$ cat config.mk
export PLATFORM = sky130hd
export DESIGN_NAME = proc_debug_ctrl
export DESIGN_NICKNAME = d
export VERILOG_FILES = /design/src/rtl/proc_dbg_pkg.sv /design/src/rtl/proc_trace_fifo.sv /design/src/rtl/proc_debug_ctrl.sv
export SDC_FILE = /design/constraint.sdc
export NUM_CORES = 1
export LEC_CHECK = 0
export BUFFER_PORTS_ARGS = -buffer_cell sky130_fd_sc_hd__clkbuf_2
export CAP_MARGIN = 5
export CORE_MARGIN = 2
export CORE_UTILIZATION = 59
export DETAILED_ROUTE_END_ITERATION = 12
export HOLD_SLACK_MARGIN = 0.1
export PLACE_DENSITY = 0.92
export SETUP_SLACK_MARGIN = 0.3
export SKIP_LAST_GASP = 1
export SLEW_MARGIN = 15
export SYNTH_ARGS = -nofsm -noshare
export SYNTH_HDL_FRONTEND = slang
export SYNTH_SLANG_ARGS = --single-unit
$ cat constraint.sdc
create_clock -name clk -period 9.07 [get_ports clk]
set_clock_uncertainty 0.1 [all_clocks]
set_input_delay 0.4535 -clock clk [delete_from_list [all_inputs] [get_ports clk]]
set_output_delay 0.4535 -clock clk [all_outputs]
set_load 0.02 [all_outputs]
$ cat src/rtl/proc_dbg_pkg.sv
// Shared encodings for the processor debug controller: command opcodes,
// halt causes and the run-control state machine states.
package proc_dbg_pkg;

    typedef enum logic [2:0] {
        OP_NOP  = 3'd0,
        OP_RUN  = 3'd1,
        OP_STEP = 3'd2,
        OP_HALT = 3'd3,
        OP_CLR  = 3'd4
    } cmd_op_e;

    typedef enum logic [1:0] {
        CAUSE_NONE = 2'd0,
        CAUSE_CMD  = 2'd1,
        CAUSE_STEP = 2'd2,
        CAUSE_BP   = 2'd3
    } halt_cause_e;

    typedef enum logic [1:0] {
        ST_HALT  = 2'd0,
        ST_RUN   = 2'd1,
        ST_STEP  = 2'd2,
        ST_DRAIN = 2'd3
    } state_e;

endpackage

$ cat src/rtl/proc_trace_fifo.sv
// Circular PC trace buffer: a push while full drops the oldest entry and
// raises a sticky overflow flag; the head entry is presented registered.
module proc_trace_fifo
    import proc_dbg_pkg::*;
#(
    parameter int DEPTH = 8,
    parameter int WIDTH = 16
) (
    input  logic                     clk,
    input  logic                     rst,
    input  logic                     clr,
    input  logic                     push,
    input  logic [WIDTH-1:0]         push_data,
    input  logic                     pop,
    output logic [WIDTH-1:0]         rd_data,
    output logic                     empty,
    output logic [$clog2(DEPTH):0]   count,
    output logic                     overflow
);

    localparam int PTR_W = $clog2(DEPTH);

    logic [WIDTH-1:0] mem_q [DEPTH];
    logic [PTR_W-1:0] wr_ptr_q, wr_ptr_d;
    logic [PTR_W-1:0] rd_ptr_q, rd_ptr_d;
    logic [PTR_W:0]   count_q, count_d;
    logic             overflow_q, overflow_d;
    logic [WIDTH-1:0] rd_data_q, rd_data_d;
    logic             full;
    logic             pop_eff;
    logic             shift_on_push;

    always_comb begin
        full          = (count_q == (PTR_W + 1)'(DEPTH));
        pop_eff       = pop && (count_q != '0);
        shift_on_push = push && full;

        wr_ptr_d   = push ? wr_ptr_q + 1'b1 : wr_ptr_q;
        rd_ptr_d   = (pop_eff || shift_on_push) ? rd_ptr_q + 1'b1 : rd_ptr_q;
        overflow_d = overflow_q || (push && full && !pop_eff);

        count_d = count_q;
        if (push && !full && !pop_eff) begin
            count_d = count_q + 1'b1;
        end else if (pop_eff && !push) begin
            count_d = count_q - 1'b1;
        end

        // A push landing on the new head slot must be forwarded, the array is not yet written
        rd_data_d = (push && (wr_ptr_q == rd_ptr_d)) ? push_data : mem_q[rd_ptr_d];

        if (clr) begin
            wr_ptr_d   = '0;
            rd_ptr_d   = '0;
            count_d    = '0;
            overflow_d = 1'b0;
            rd_data_d  = '0;
        end
    end

    always_ff @(posedge clk or posedge rst) begin
        if (rst) begin
            wr_ptr_q   <= '0;
            rd_ptr_q   <= '0;
            count_q    <= '0;
            overflow_q <= 1'b0;
            rd_data_q  <= '0;
            for (int i = 0; i < DEPTH; i++) begin
                mem_q[i] <= '0;
            end
        end else begin
            wr_ptr_q   <= wr_ptr_d;
            rd_ptr_q   <= rd_ptr_d;
            count_q    <= count_d;
            overflow_q <= overflow_d;
            rd_data_q  <= rd_data_d;
            if (push && !clr) begin
                mem_q[wr_ptr_q] <= push_data;
            end
        end
    end

    assign rd_data  = rd_data_q;
    assign empty    = (count_q == '0);
    assign count    = count_q;
    assign overflow = overflow_q;

endmodule

$ cat src/rtl/proc_debug_ctrl.sv
// Run-control and trace front end for the multi-cycle processor: free run,
// N-step, command halt, PC breakpoints, counters and a PC trace FIFO.
module proc_debug_ctrl
    import proc_dbg_pkg::*;
#(
    parameter int DATA_W      = 16,
    parameter int NUM_BP      = 2,
    parameter int TRACE_DEPTH = 8,
    parameter int CNT_W       = 32,
    parameter int STEP_W      = 8
) (
    input  logic                                   clk,
    input  logic                                   rst,
    input  logic                                   cmd_valid,
    input  logic [2:0]                             cmd_op,
    input  logic [STEP_W-1:0]                      cmd_arg,
    output logic                                   cmd_ready,
    input  logic                                   bp_wr,
    input  logic [((NUM_BP > 1) ? $clog2(NUM_BP) : 1)-1:0] bp_idx,
    input  logic [DATA_W-1:0]                      bp_addr,
    input  logic                                   bp_en,
    output logic                                   proc_run,
    input  logic                                   proc_done,
    input  logic [DATA_W-1:0]                      proc_pc,
    output logic                                   halted,
    output logic [1:0]                             halt_cause,
    output logic [CNT_W-1:0]                       instr_count,
    output logic [CNT_W-1:0]                       cycle_count,
    input  logic                                   trace_rd,
    output logic [DATA_W-1:0]                      trace_pc,
    output logic                                   trace_empty,
    output logic [$clog2(TRACE_DEPTH):0]           trace_count,
    output logic                                   trace_overflow
);

    localparam int BP_IDX_W = (NUM_BP > 1) ? $clog2(NUM_BP) : 1;

    state_e            state_q, state_d;
    logic              run_q, run_d;
    logic [STEP_W-1:0] remaining_q, remaining_d;
    halt_cause_e       cause_q, cause_d;
    logic [CNT_W-1:0]  instr_q, instr_d;
    logic [CNT_W-1:0]  cycle_q, cycle_d;
    logic [NUM_BP-1:0] bp_match;
    logic              bp_hit;
    logic              cmd_fire;
    logic              halt_accept;
    logic              stop_now;
    logic              clr_cmd;

    for (genvar i = 0; i < NUM_BP; i++) begin : g_bp
        logic [DATA_W-1:0] addr_q, addr_d;
        logic              en_q, en_d;

        always_comb begin
            addr_d = addr_q;
            en_d   = en_q;
            if (bp_wr && (bp_idx == BP_IDX_W'(i))) begin
                addr_d = bp_addr;
                en_d   = bp_en;
            end
        end

        always_ff @(posedge clk or posedge rst) begin
            if (rst) begin
                addr_q <= '0;
                en_q   <= 1'b0;
            end else begin
                addr_q <= addr_d;
                en_q   <= en_d;
            end
        end

        assign bp_match[i] = en_q && (addr_q == proc_pc);
    end

    assign bp_hit      = |bp_match;
    assign cmd_fire    = cmd_valid && ((state_q == ST_HALT) || (state_q == ST_RUN));
    assign halt_accept = cmd_fire && (state_q == ST_RUN) && (cmd_op == OP_HALT);

    // Stop decision only matters on a Done boundary; it gates Run so no new instruction starts
    assign stop_now = bp_hit
                   || ((state_q == ST_STEP) && (remaining_q == STEP_W'(1)))
                   || (state_q == ST_DRAIN)
                   || halt_accept;

    always_ff @(posedge clk or posedge rst) begin
        if (rst) begin
            state_q     <= ST_HALT;
            run_q       <= 1'b0;
            remaining_q <= '0;
            cause_q     <= CAUSE_NONE;
            instr_q     <= '0;
            cycle_q     <= '0;
        end else begin
            state_q     <= state_d;
            run_q       <= run_d;
            remaining_q <= remaining_d;
            cause_q     <= cause_d;
            instr_q     <= instr_d;
            cycle_q     <= cycle_d;
        end
    end

    always_comb begin
        state_d     = state_q;
        remaining_d = remaining_q;
        cause_d     = cause_q;
        clr_cmd     = 1'b0;
        unique case (state_q)
            ST_HALT: begin
                if (cmd_fire) begin
                    if (cmd_op == OP_RUN) begin
                        state_d = ST_RUN;
                    end else if ((cmd_op == OP_STEP) && (cmd_arg != '0)) begin
                        state_d     = ST_STEP;
                        remaining_d = cmd_arg;
                    end else if (cmd_op == OP_CLR) begin
                        clr_cmd = 1'b1;
                        cause_d = CAUSE_NONE;
                    end
                end
            end
            ST_RUN: begin
                if (proc_done && bp_hit) begin
                    state_d = ST_HALT;
                    cause_d = CAUSE_BP;
                end else if (halt_accept) begin
                    state_d = proc_done ? ST_HALT : ST_DRAIN;
                    if (proc_done) begin
                        cause_d = CAUSE_CMD;
                    end
                end
            end
            ST_STEP: begin
                if (proc_done) begin
                    remaining_d = remaining_q - 1'b1;
                    if (bp_hit) begin
                        state_d = ST_HALT;
                        cause_d = CAUSE_BP;
                    end else if (remaining_q == STEP_W'(1)) begin
                        state_d = ST_HALT;
                        cause_d = CAUSE_STEP;
                    end
                end
            end
            ST_DRAIN: begin
                if (proc_done) begin
                    state_d = ST_HALT;
                    cause_d = bp_hit ? CAUSE_BP : CAUSE_CMD;
                end
            end
            default: state_d = ST_HALT;
        endcase
        run_d = (state_d != ST_HALT);
    end

    always_comb begin
        cmd_ready = (state_q == ST_HALT) || (state_q == ST_RUN);
        halted    = (state_q == ST_HALT);
        proc_run  = run_q && !(proc_done && stop_now);
    end

    // Counters saturate rather than wrap so a long run never reads as a short one
    always_comb begin
        instr_d = instr_q;
        cycle_d = cycle_q;
        if (clr_cmd) begin
            instr_d = '0;
            cycle_d = '0;
        end else begin
            if (proc_done && (instr_q != '1)) begin
                instr_d = instr_q + 1'b1;
            end
            if (proc_run && (cycle_q != '1)) begin
                cycle_d = cycle_q + 1'b1;
            end
        end
    end

    proc_trace_fifo #(
        .DEPTH (TRACE_DEPTH),
        .WIDTH (DATA_W)
    ) u_trace (
        .clk       (clk),
        .rst       (rst),
        .clr       (clr_cmd),
        .push      (proc_done),
        .push_data (proc_pc),
        .pop       (trace_rd),
        .rd_data   (trace_pc),
        .empty     (trace_empty),
        .count     (trace_count),
        .overflow  (trace_overflow)
    );

    assign halt_cause  = cause_q;
    assign instr_count = instr_q;
    assign cycle_count = cycle_q;

endmodule

Word level (Yosys, flattened, before mapping). Index checks and enable logic that the tools add are counted. W data, S select, Z words.

Register bits: 266. Input bits: 51. Output and inout port bits: 91.

$add $sub $neg: 7. Order comparisons: 3. Equal/unequal tests: 24. Multiplexer cells: 54. Bitwise gates (word level): 3. Reductions and logical operators: 47.

Operators by type and width (number): $bwmux W128 (1); $mux W32 (4); $mux W16 (5); $add A32 B1 Y32 const B (2); $ne A32 B32 Y1 const B (2); $bmux W16 S3 (1); $demux W16 S3 (1); $mux W2 (22); $eq A16 B16 Y1 (2); $mux W8 (4); $logic_and A1 B1 Y1 (23); $pmux W2 S4 (2); $pmux W8 S2 (1); $mux W3 (4); $mux W4 (3); $reduce_bool A2 Y1 (5); $ne A3 B2 Y1 const B (3); $reduce_and A9 Y1 (1); $eq A8 B1 Y1 const B (1); $ge A4 B4 Y1 const B (2); $ne A2 B2 Y1 const B (4); $not A3 Y4 (2); $reduce_bool A8 Y1 (1); $sub A8 B1 Y8 const B (1); 22 further kinds (41).

Longest topological paths before layout. Gate-level depths: netlist of run 1.

Depth in word-level cells: 12. Depth in mapped cells: 10. Mapped depth without buffers: 10.

Cells and area by module. Synthesis of run 1 repeated with hierarchy kept, for this count alone.

Cell total of the unflattened synthesis: 1252. Area, all modules: 13538.0 sq um.

By module, submodules not included: proc_trace_fifo (times used 1, cells an instance 633, area each 7582.3 sq um, seq. area each 3878.7 sq um); proc_debug_ctrl (times used 1, cells an instance 619, area each 5955.7 sq um, seq. area each 2777.7 sq um).

Worst setup path after synthesis of run 1. Ideal clock, no wire load.

Path type: register -> register. From: register u_trace.count_q[0], in the netlist u_trace.count[0]. To: register u_trace.rd_data_q[13], in the netlist u_trace.rd_data[13]. Library setup time: 126 ps. Arrival time: 2335 ps. Required time: 8844 ps. Path slack: 6509 ps. Stages on the path, launching flop included: 9. Path buffers: 2. Period minus slack after synthesis: 2561 ps. Cell sequence: dfrtp_1 -> or4_4 -> o21ai_2 -> xnor2_1 -> buf_2 -> buf_4 -> mux2_2 -> o22ai_1 -> o31ai_1.

Longest elaborated chain between the ends: 10.

RTL lines: from (decl) (line proc_trace_fifo.sv:26) `logic [PTR_W:0] count_q, count_d;`; from (signal assigned) (line proc_trace_fifo.sv:74) `count_q <= count_d;`; $eq A4 B4 Y1 / $reduce_bool A4 Y1 (equally long branches) (line proc_trace_fifo.sv:34, proc_trace_fifo.sv:35); $logic_and A1 B1 Y1 (on tied branches) (line proc_trace_fifo.sv:36, proc_trace_fifo.sv:35); $logic_or A1 B1 Y1 (*) (line proc_trace_fifo.sv:39) `rd_ptr_d = (pop_eff || shift_on_push) ? rd_ptr_q + 1'b1 : rd_ptr_q;`; $mux W3 (*) (line proc_trace_fifo.sv:39); $not A3 Y4 (not written as such) (line proc_trace_fifo.sv:50) `rd_data_d = (push && (wr_ptr_q == rd_ptr_d)) ? push_data : mem_q[rd_ptr_d];`; $bmux W16 S3 (line proc_trace_fifo.sv:50); $mux W16 (not written as such) (2 in series) (line proc_trace_fifo.sv:50); $mux W16 (*) (line proc_trace_fifo.sv:50); $mux W16 (*) (line proc_trace_fifo.sv:52) `if (clr) begin`; named net u_trace.rd_data_d[13] (line proc_trace_fifo.sv:28) `logic [WIDTH-1:0] rd_data_q, rd_data_d;`; to (signal assigned) (line proc_trace_fifo.sv:76) `rd_data_q <= rd_data_d;`; to (decl) (line proc_trace_fifo.sv:28).

Mark *: on every way through the listed nets, which the timed path passes. The rest lies on a longest branch. The select of a mux whose other input is x is not followed. A chain may end at the register's enable or synchronous reset.

Final worst setup path of run 1.
From: register u_trace.count_q[0], in the netlist u_trace.count[0]. To: register u_trace.rd_data_q[7], in the netlist u_trace.rd_data[7].

Same word-level chain as after synthesis.

==> results of run 1 <==
==> synth_stat cells, types with 4 or more instances <==
master / instances
a211oi_1: 6
a21o_1: 5
a21oi_1: 28
a22o_1: 16
a31o_2: 4
and2_1: 4
and3_1: 14
and4_1: 14
buf_2: 41
buf_4: 8
clkbuf_1: 17
dfrtp_1: 266
ha_1: 8
inv_1: 23
mux2_2: 194
mux2i_1: 53
nand2_1: 76
nand2b_1: 5
nand3_1: 29
nand4_1: 20
nor2_1: 77
nor3_1: 11
nor4_1: 10
o211ai_1: 4
o21ai_0: 23
o22ai_1: 18
o31ai_1: 17
or2_2: 17
or3_1: 7
xnor2_1: 27
xor2_1: 48
==> per-layer routing <==
metal,up-vias,global-route usage [%]
met5,-,0
met4,0,7.19
met3,61,3.49
met2,415,44.5
met1,4849,36.4
li1,4298,-
==> power groups by stage <==
stage               Combinational [uW]  Sequential, uW  Clock, uW
global route                      2030            2000       1150
detailed placement                1840            1960          0
CTS                               1870            1950       1100
finish                            1890            1960       1090
floorplan                         1350            1950          0
global placement                  1760            1920          0
==> final cells by class <==
cell class / count / area [um^2] / area share (%)
Clock buffer: 39 / 771 / 5.14
Clock inverter: 8 / 92.6 / 0.618
Inverter: 23 / 93.8 / 0.626
Multi-Input combinational cell: 772 / 6050 / 40.4
Sequential cell: 266 / 6660 / 44.4
Tap cell: 280 / 350 / 2.34
Timing Repair Buffer: 171 / 976 / 6.51
==> state kept, by name, summed over array words and instances (netlist names), 2 cells and up <==
| signal | flops |
|---|---|
| cycle_count | 32 |
| u_trace.count | 4 |
| u_trace.mem_q | 128 |
| u_trace.rd_data | 16 |
| u_trace.rd_ptr_q | 3 |
| state_q | 2 |
| g_bp.addr_q | 32 |
| g_bp.en_q | 2 |
| remaining_q | 8 |
| instr_count | 32 |
| halt_cause | 2 |
| u_trace.wr_ptr_q | 3 |
==> through the flow <==
stage          total power [uW]  std cells
2_1_floorplan              3310       1130
3_3_place_gp               3680       1494
3_5_place_dp               3800       1494
4_1_cts                    4920       1559
5_1_grt                    5190       1559
6_report                   4940       1559
==> what timing repair did <==
item                      4_1_cts  5_1_grt
hold buffers                   18        0
resized for setup               0        0
hold endpoints to repair       35        0
==> worst max-delay path: cells and delay by family (launching register included) <==
family	cells	cell delay, ns
muxes	1	0.32
DFF	1	0.48
buffers and inverters	1	0.81
AOI/OAI and AO/OA	2	0.24
and+or+nand+nor	3	1.48
xor gates and xnor gates	1	0.13
==> worst max-delay path by stage <==
stage | startpoint | endpoint | slack [ns] | cells past startpoint
2_1_floorplan | rst | cycle_count[0] | 1.19 | 1
3_3_place_gp | proc_done | u_trace.rd_data[4] | 5.36 | 9
3_5_place_dp | proc_done | u_trace.rd_data[0] | 5.19 | 9
4_1_cts | u_trace.count[0] | u_trace.rd_data[7] | 5.42 | 8
5_1_grt | u_trace.count[0] | u_trace.rd_data[7] | 5.25 | 8
6_report | u_trace.count[0] | u_trace.rd_data[7] | 5.38 | 8
==> logic make-up (layout without fill, tap and decap cells) <==
family	Yosys count	count (layout)	share of synthesized area (%)
and+or+nand+nor	298	298	11.7
muxes	247	247	20.7
adders and majority gates	9	9	0.918
xor gates and xnor gates	75	75	5.02
DFF	266	266	50.9
AOI/OAI and AO/OA	143	143	7.48
buffers and inverters	92	241	3.27
==> run summary, run 1 <==
The tools report the count of mapped cells out of synthesis as 1,130. The clock tree root buffer cell was clkbuf_16. The worst hold slack is -0.0169 ns. Synthesis inferred 266 register bits. Among all flip-flop cells after synthesis, the most frequent one is dfrtp_1.

Global routing used 26.4% of the available tracks. The later pin in the worst-skew pair is clocked with a latency of 0.53 ns. Of all nets on the critical path, the largest fanout is 66. At the placement stage, the worst setup path has a slack of 5.19 ns. The maximum resistive drop on vdd was 0.000269 V; the worst reg-to-reg setup slack was 5.38 ns.

The highest layer touched by signal routing is met4. The run gives 142 as the number of top-level design ports. The final-layout fill cell count was 1,493; the count of antenna-violating nets left after detailed routing was 0. The logs give 9.38 ns for the required arrival time at the worst endpoint and 20.1% for the worst-case headroom to the max-slew limit. The clock passes through at most 3 buffers. The area share of the leading cell type in the synthesized netlist is 50.9%, and the number of nets at the end of the flow is 1,320. For this block, the initial DRC count from the detailed router was 722. The synthesized design contains 0 enable-type register cells.

The initial core utilization came out at 60.0%. The slowest stage of the critical path is the buf_4 cell. The maximum number of pins on one net before global-route repair is 145. The run gives 23,400 um^2 as the area of the die. Traced cell by cell, the critical path runs through or4_4, o21ai_2, xnor2_2, buf_4, mux2i_1, and4_1, nand2_1, o31ai_1. For this run, design rule violations remaining after detail routing come to 0. Category of the worst setup path launch point: a flip-flop. The slew at the pin closest to its max-slew limit is 1.19 ns, and the maximum cell stage delay along the critical path is 0.81 ns. For this run, the detailed router's first-pass iteration total came to 5. The run gives 13,100 um as the routed length on met1.

The static leakage was 0.00695 uW; the number of vias in the routed layout was 9,623. For the total congestion overflow after global routing, the log shows 0. The clock net in this run drives a total of 266 sinks. The kind of end point of the critical path was a flip-flop. The biggest area contributor in the post-synthesis netlist is dfrtp_1. Summed over all layers, the routed wires come to 31,500 um. Counting the buffers created by CTS gives 26. Net switching is 35.5% of the power. The placer's final routability congestion estimate is 0.831, and the number of nets in the synthesized netlist is 1,190.

The fraction of final layout cells sized beyond drive strength 1 is 32.9%. Setup repair after global routing left no endpoint under its margin. The run finished, with violations left. The type of the worst min-delay path is in2async. The synthesized netlist contains 59 unique library cells. The mapped netlist covers 13,100 um^2.

Dividing the detail-routed wire length by the instance count gives 20.2 um. The design area was 15,000 um^2. The worst path uses 40.7% of the clock period. The count of antenna diodes in the layout was 0. The classification of the worst setup path was reg2reg. The clock transition at the registers of the reported paths is 0.07 ns. Via density per instance: 6.17. Via count of the first global-routing pass: 9,564. Compared with the post-synthesis result, the final layout area differs by 14.5%. In the layout the commonest cells are 266 x dfrtp_1, 194 x mux2_2, 141 x clkbuf_2, 77 x nor2_1, 76 x nand2_1. The die width is 153 um.

The placed cell area was 13,900 um^2. The critical register-to-register path endpoint is u_trace.rd_data[7]. The library cell used most frequently in the layout, excluding fill and tap cells, is dfrtp_1. The logs give 271 MHz for the upper clock frequency limit and 19,400 um for the HPWL after detailed placement.

The number of setup buffers added after CTS is 0. The warning count from the yosys run came out at 0. The startpoint identified for the worst register-to-register timing path is u_trace.count[0].

In this run the power spent charging and discharging nets is 1750 uW. The core region is 21,800 um^2. Of all flip-flops after synthesis, the portion carrying an async set or reset was 100%. At the worst endpoint, the arrival time is 4.00 ns. Subtracting the final worst setup slack from the clock period gives 3.69 ns. The count of max-cap constraint violations came out at 0. The final reports fail on negative hold slack.

The number of port buffers was 141; the cell-internal power was 3190 uW. For the number of endpoints with negative hold slack in the final report, the log shows 5. The tools report the cell row count as 54.

The combinational share of power is 38.2%. Setup violations remaining at the end of the flow were counted as 0. A synthesized cell averages 11.6 um^2.

The tools report the number of max-slew violations in the final report as 0. Relative contribution of the clock network to total power: 22.1%. In the detailed route, the total length drawn on met2 is 15,600 um.

For the global-route wire length before repair, the log shows 50,400 um. The power per cell area works out to 329 nW/um^2. The number of levels in the clock H-tree came out at 1. TritonCTS built the clock tree. At the end of the flow the core is filled with cells to 68.7%. The sequential element share of the synthesized area was 50.9%. The final total negative setup slack was 0 ns; the worst setup margin was 5.38 ns. Ranked by total cell area, the synthesized netlist is headed by dfrtp_1 51%, mux2_2 17%, mux2i_1 4.1%.

Sequential cells burn 39.7% of the power. The run gives 0 as the number of antenna violations at the first check in global routing. The cell depth of the worst flop-to-flop path is 8. The routed design uses 2090 um of met3 wire. The die span in y is 153 um.
Note: power is estimated with default switching activity, not from simulation.
==> inputs of run 2 (changes only) <==
clock period = 3.61 ns   (was 9.07 ns; I/O delays follow)
==> run summary, run 2 (synthesized netlist as in run 1, its figures left out) <==
Setup repair after global routing left no endpoint under its margin. STA classifies the critical path startpoint as an input port. The maximum cell stage delay along the critical path works out to 0.54 ns (-0.27 ns). The run gives 38.7% (+0.5 points) as the combinational share of power. Total congestion overflow after global routing: 0 (unchanged). The worst setup path is of the in2out kind. The maximum number of pins on one net before global-route repair was 136 (-6.2%); the maximum resistive drop on vdd was 0.000603 V (+120%). The slowest cell on the critical path is dlygate4sd3_1. The via density per instance came out at 6.18 (about the same).

The run gives 0 (unchanged) as the DRC violation count after routing. Power per cell area: 808 nW/um^2 (+150%). The most common library cell in the layout ignoring fill and taps was dfrtp_1. The number of max-slew violations in the final report was 0 (unchanged). The worst path needs 3.11 ns of the cycle, external delays included. The switching part of the total power is 35.7% (+0.15 points). The core utilization of the finished layout came out at 70.4% (+1.7 points). The number of violations reported at the end of detailed-routing iteration 0 is 744 (+3.0%), and the static leakage is 0.00710 uW (+2.2%).

The tools report the sequential group share of total power as 39.6% (about the same). The number of vias in the routed layout came out at 9,883 (+2.7%). Relative to the synthesized area, the layout overhead comes to 17.3%. Cell row count: 54 (unchanged).

The run finished with clean final reports. The buffering stage count on the worst path with inverters included was 4 (+3); the number of port buffers was 141 (unchanged). The tools report the number of levels in the clock H-tree as 1 (unchanged). The logs give 21,800 um^2 (unchanged) for the area inside the core boundary and 3 (unchanged) for the maximum buffer depth of the clock tree. The placer's final routability congestion estimate was 0.883 (+6.3%); the CTS buffer count was 27 (+3.8%). The die width came out at 153 um (unchanged).

For the number of endpoints with negative hold slack in the final report, the log shows 0 (-5). The clock transition at the registers of the reported paths is 0.06 ns (about the same). Grouping stages by cell kind, the critical path spends the most delay in buffers and inverters. The logs give 1 (+1) for the number of antenna violations at the first check in global routing and 142 (unchanged) for the number of top-level design ports.

The top fanout value on the critical path is 14 (-79%), and the combined global-route utilization of all metal layers is 28.1% (+1.7 points). The flip-flop count of the largest register after layout came out at 128 (unchanged). The worst setup path is captured at an output port. In this design, the critical path's most frequently occurring cell is clkbuf_2.

Count of antenna-violating nets left after detailed routing: 0 (unchanged). The run gives 32,700 um (+3.6%) as the wire length after detailed routing. In the layout the commonest cells are 266 x dfrtp_1, 194 x mux2_2, 141 x clkbuf_2, 77 x nor2_1, 76 x nand2_1.

The register with the most flip-flops in the final layout is u_trace.mem_q. The fraction of final layout cells sized beyond drive strength 1 works out to 32.4% (-0.54 points). TritonCTS built the clock tree. The mean routed wirelength per cell works out to 20.4 um (+0.97%). The path class of the tightest hold or removal check is in2async. The total power was 12,400 uW (+150%); the slew at the pin closest to its max-slew limit was 0.917 ns (-0.278 ns). The required arrival time at the worst endpoint was 3.33 ns (-6.05 ns).

The tools report the endpoint arrival time on the critical path as 2.83 ns (-1.17 ns). The initial core utilization was 60.0% (unchanged); the cell-internal power was 7990 uW (+150%). The logs give 21.7% (-0.4 points) for the relative contribution of the clock network to total power and 1,359 (+3.0%) for the number of nets at the end of the flow. The worst-case headroom to the max-slew limit was 38.9% (+19 points).

The tools report the number of iterations in the first detailed-routing pass as 7 (+2). Traced cell by cell, the critical path runs through dlygate4sd3_1, clkbuf_2, xor2_1, nor4_1, nand4_1, o22ai_1, buf_4, a21boi_0, clkbuf_2. The tools report the setup violation total in the final timing report as 0 (unchanged). The net switching power of the design is 4430 uW (+150%). For the count of max-cap constraint violations, the log shows 0 (unchanged).

The logs give 19,700 um (+1.6%) for the HPWL after detailed placement and 23,400 um^2 (unchanged) for the area of the die. The tools report the number of clock sinks as 266 (unchanged). Clock insertion delay at the later pin of the skew report: 0.54 ns (about the same). The global-route wire length before repair was 53,600 um (+6.4%). For the via count of the first global-routing pass, the log shows 10.2k (+7.1%). Based on the critical path, the design can be clocked at up to 322 MHz. The die span in y is 153 um (unchanged). The clock tree root buffer cell is clkbuf_16. The final critical-path share of the clock period is 86.1%.
-- run 2: worst reg2reg max path: stages (launching register included) --
cell	delay (ns)
dfrtp_1	0.46
or4_4	0.59
o21ai_2	0.12
mux2i_1	0.51
nand2_1	0.59
o22ai_1	0.41
o31ai_1	0.14
-- run 2: area by class of cell --
class | count | area, um^2
Antenna cell | 1 | 2.50
Clock buffer | 44 | 790
Clock inverter | 5 | 53.8
Fill cell | 1458 | 6470
Inverter | 23 | 90.1
Multi-Input combinational cell | 772 | 6050
Sequential cell | 266 | 6660
Tap cell | 280 | 350
Timing Repair Buffer | 209 | 1360
-- run 2: per-layer routing --
metal	GRT usage [%]	part of all wire, %
met1	36.5	40
met2	48.5	50
met3	3.94	6.5
met4	9.83	3.6
met5	0	0
-- run 2: worst paths after layout --
path,start,to,slack [ns],cells after the start
min in group clk,cmd_op[2],state_q[1],0.13,3
max,proc_pc[13],proc_run,0.50,9
min,rst,instr_count[21],0.12,3
min reg2reg,u_trace.mem_q[90],u_trace.mem_q[90],0.40,1
max in group asynchronous,rst,cycle_count[13],2.15,4
max reg2reg,u_trace.count[0],u_trace.rd_data[9],0.55,6
-- run 2: power by group through the flow --
stage          registers (uW)  logic [uW]  clock network, uW
2_1_floorplan            4910        3400                  0
3_3_place_gp             4820        4460                  0
3_5_place_dp             4910        4670                  0
4_1_cts                  4880        4780               2720
5_1_grt                  5030        5200               2860
6_report                 4910        4810               2690
-- run 2: per-stage QoR --
stage	instances	hold WS, ns	setup slack [ns]	TNS, ns	cell area, um^2
after global routing	1600	0.161	0.334	0	15400
after global placement	1502	0.129	0.694	0	14000
after floorplan	1130	0.217	-0.182	-48.41	13100
final	1600	0.121	0.502	0	15400
after detailed placement	1502	0.132	0.537	0	14000
after CTS	1599	0.100	0.521	0	15400
-- run 2: what timing repair did --
action	4_1_cts	5_1_grt
endpoints found under the hold margin	211	0
buffers inserted	0	0
endpoints found under the setup margin	0	1
resized for setup	0	1
hold buffers	48	0
==> inputs of run 3 (changes only) <==
PLACE_DENSITY = unset   (was 0.92)
PLACE_DENSITY_LB_ADDON = 0.1   (was unset)
==> run summary, run 3 (synthesized netlist as in run 1, its figures left out) <==
The flow ran to the end, and the final reports show no timing, DRC or antenna violations. The tools report the area of the die as 23,400 um^2 (unchanged). The number of endpoints with negative hold slack in the final report is 0 (unchanged), and the clock transition at the registers of the reported paths is 0.06 ns (about the same). The tools report the relative contribution of the clock network to total power as 25.2% (+3.5 points).

Worst hold slack: 0.128 ns (+0.00723 ns). The path with the worst hold slack has its endpoint at u_trace.rd_ptr_q[1]. The placed cell area is 14,000 um^2 (+0.15%), and the worst-case headroom to the max-slew limit is 43.0% (+4.2 points). The run gives 0.56 ns (+0.02 ns) as the clock insertion delay at the later pin of the skew report. Final-layout fill cell count: 1,583 (+8.6%). Leaving out fill and tap cells, the most frequent cell in the layout is dfrtp_1. In this run the clock root is driven by a clkbuf_16. The worst setup path is launched from an input port.

The combined global-route utilization of all metal layers was 26.5% (-1.6 points); the number of iterations in the first detailed-routing pass was 4 (-3). The upper clock frequency limit is 324 MHz (+0.62%). The tools report the number of top-level design ports as 142 (unchanged). Setup repair after global routing left no endpoint under its margin. The number of max-slew violations in the final report is 0 (unchanged). The minimum clock period was 3.09 ns (-0.0192 ns). The die width is 153 um (unchanged), and the wire length after detailed routing is 30,900 um (-5.4%).

The tools report the total congestion overflow after global routing as 0 (unchanged). For the count of max-cap constraint violations, the log shows 0 (unchanged). For the number of levels in the clock H-tree, the log shows 1 (unchanged). Die span in y: 153 um (unchanged). The logs give 37.9% (-1.7 points) for the sequential group share of total power and 15,600 um^2 (+1.6%) for the design area. The slew at the pin closest to its max-slew limit works out to 0.854 ns (-0.0623 ns). TritonCTS built the clock tree.

The type of the worst min-delay path is in2reg. The flip-flop count of the largest register after layout came out at 128 (unchanged). The count of antenna diodes in the layout came out at 0 (-1).

The top fanout value on the critical path is 14 (unchanged), and the fraction of final layout cells sized beyond drive strength 1 is 33.3% (+0.91 points). Along the worst hold path, the cell count comes to 4. The placer's final routability congestion estimate was 0.819 (-7.3%); the maximum number of pins on one net before global-route repair was 163 (+20%). Relative to the synthesized area, the layout overhead comes to 19.2%. The logs give 3 (unchanged) for the maximum buffer depth of the clock tree and 21,800 um^2 (unchanged) for the area inside the core boundary.

The DRC violation count after routing was 0 (unchanged); the number of nets at the end of the flow was 1,366 (+0.52%). The required arrival time at the worst endpoint is 3.33 ns (about the same). The number of antenna violations at the first check in global routing is 0 (-1), and the number of violations reported at the end of detailed-routing iteration 0 is 503 (-32%). The mean routed wirelength per cell was 19.2 um (-5.9%); the number of clock sinks was 266 (unchanged). The startpoint identified for the worst hold timing path is cmd_op[0].

For the cell row count, the log shows 54 (unchanged). The run gives 8430 uW (+5.6%) as the cell-internal power. The switching part of the total power works out to 34.1% (-1.6 points).

The logs give 9,461 (-7.6%) for the via count of the first global-routing pass and 0.54 ns (about the same) for the worst reg-to-reg setup slack. The final total negative setup slack was 0 ns (unchanged); the setup violation total in the final timing report was 0 (unchanged). For the initial core utilization, the log shows 60.0% (unchanged). The tools report the combinational share of power as 36.9% (-1.8 points).

The final critical-path share of the clock period is 85.6% (-0.53 points). For the number of vias in the routed layout, the log shows 9,412 (-4.8%). The via density per instance works out to 5.85 (-5.2%). The tools report the static leakage as 0.00724 uW (+2.0%). For the CTS buffer count, the log shows 29 (+7.4%).

The endpoint identified for the worst register-to-register timing path is u_trace.rd_data[5]. The endpoint arrival time on the critical path is 2.81 ns (-0.02 ns). The tools report the global-route wire length before repair as 50,400 um (-6.1%). The library cells used most frequently in the layout, excluding fill and tap cells, are 266 x dfrtp_1, 194 x mux2_2, 141 x clkbuf_2, 77 x nor2_1, 76 x nand2_1. The startpoint identified for the worst register-to-register timing path is u_trace.count[0].

Power per cell area: 819 nW/um^2 (+1.4%). The tools report the count of antenna-violating nets left after detailed routing as 0 (unchanged). The classification of the worst setup path is in2out. The maximum resistive drop on vdd is 0.000549 V (-9.1%), and the net switching power of the design is 4360 uW (-1.6%). STA classifies the critical path endpoint as an output port. The HPWL after detailed placement was 19,000 um (-3.3%). The cell depth of the worst flop-to-flop path works out to 7 (+1). The number of port buffers was 141 (unchanged). The register with the most flip-flops is u_trace.mem_q.
-- run 3: cell types whose count changed in the layout (fill, tap and decap cells not counted), moves of 2 or more --
cell	delta
clkbuf_1	-10
clkinv_2	+8
bufinv_16	+6
clkbuf_8	-4
dlygate4sd3_1	+3
clkbuf_16	+2
-- run 3: stage by stage --
step	total power (uW)	worst slack, ns	cells	util [%]
final	12800	0.521	1608	71.5
after global routing	13500	0.334	1608	71.5
after CTS	12800	0.521	1608	71.5
after detailed placement	9560	0.591	1504	64.4
after global placement	9380	0.757	1504	64.4
after floorplan	8310	-0.182	1130	-
-- run 3: how the worst max path moves through the flow --
stage	from	to	slack (ns)
after floorplan	rst	cycle_count[0]	-0.18
after global placement	u_trace.count[0]	u_trace.rd_data[14]	0.76
after detailed placement	u_trace.count[0]	u_trace.rd_data[1]	0.59
after CTS	proc_pc[6]	proc_run	0.52
after global routing	proc_pc[6]	proc_run	0.33
final	proc_pc[5]	proc_run	0.52
-- run 3: area by class of cell --
type,count,area [um^2],area share [%]
multi-input cells,772,6040,38.7
clock inverters,21,302,1.93
flip-flops and latches,266,6660,42.6
inverters,23,90.1,0.577
clock buffers,32,747,4.79
well taps,280,350,2.24
repair buffers,214,1420,9.09
-- run 3: power by group through the flow --
stage	combinational (uW)	clock, uW	sequential [uW]
floorplan	3400	0	4910
global placement	4540	0	4840
detailed placement	4670	0	4880
CTS	4740	3270	4840
global route	5120	3390	4990
finish	4720	3230	4850
-- run 3: repair_timing --
item                      CTS  global route
setup buffers               0             0
gates resized for setup     0             0
hold buffers               51             0
hold endpoints to repair  466             0
-- run 3: critical path: stages --
cell,delay [ns]
dlygate4sd3_1,0.54
clkbuf_2,0.22
xor2_1,0.20
nor4_1,0.43
nand4_1,0.14
o22ai_1,0.48
buf_4,0.30
a21boi_0,0.13
clkbuf_2,0.18
-- run 3: routing by layer --
layer	GRT usage (%)	part of all wire (%)	up-vias
met4	5.78	2.0	0
li1	-	-	4399
met3	3.40	4.4	35
met5	0	0	-
met2	44.5	48	231
met1	37.2	45	4747
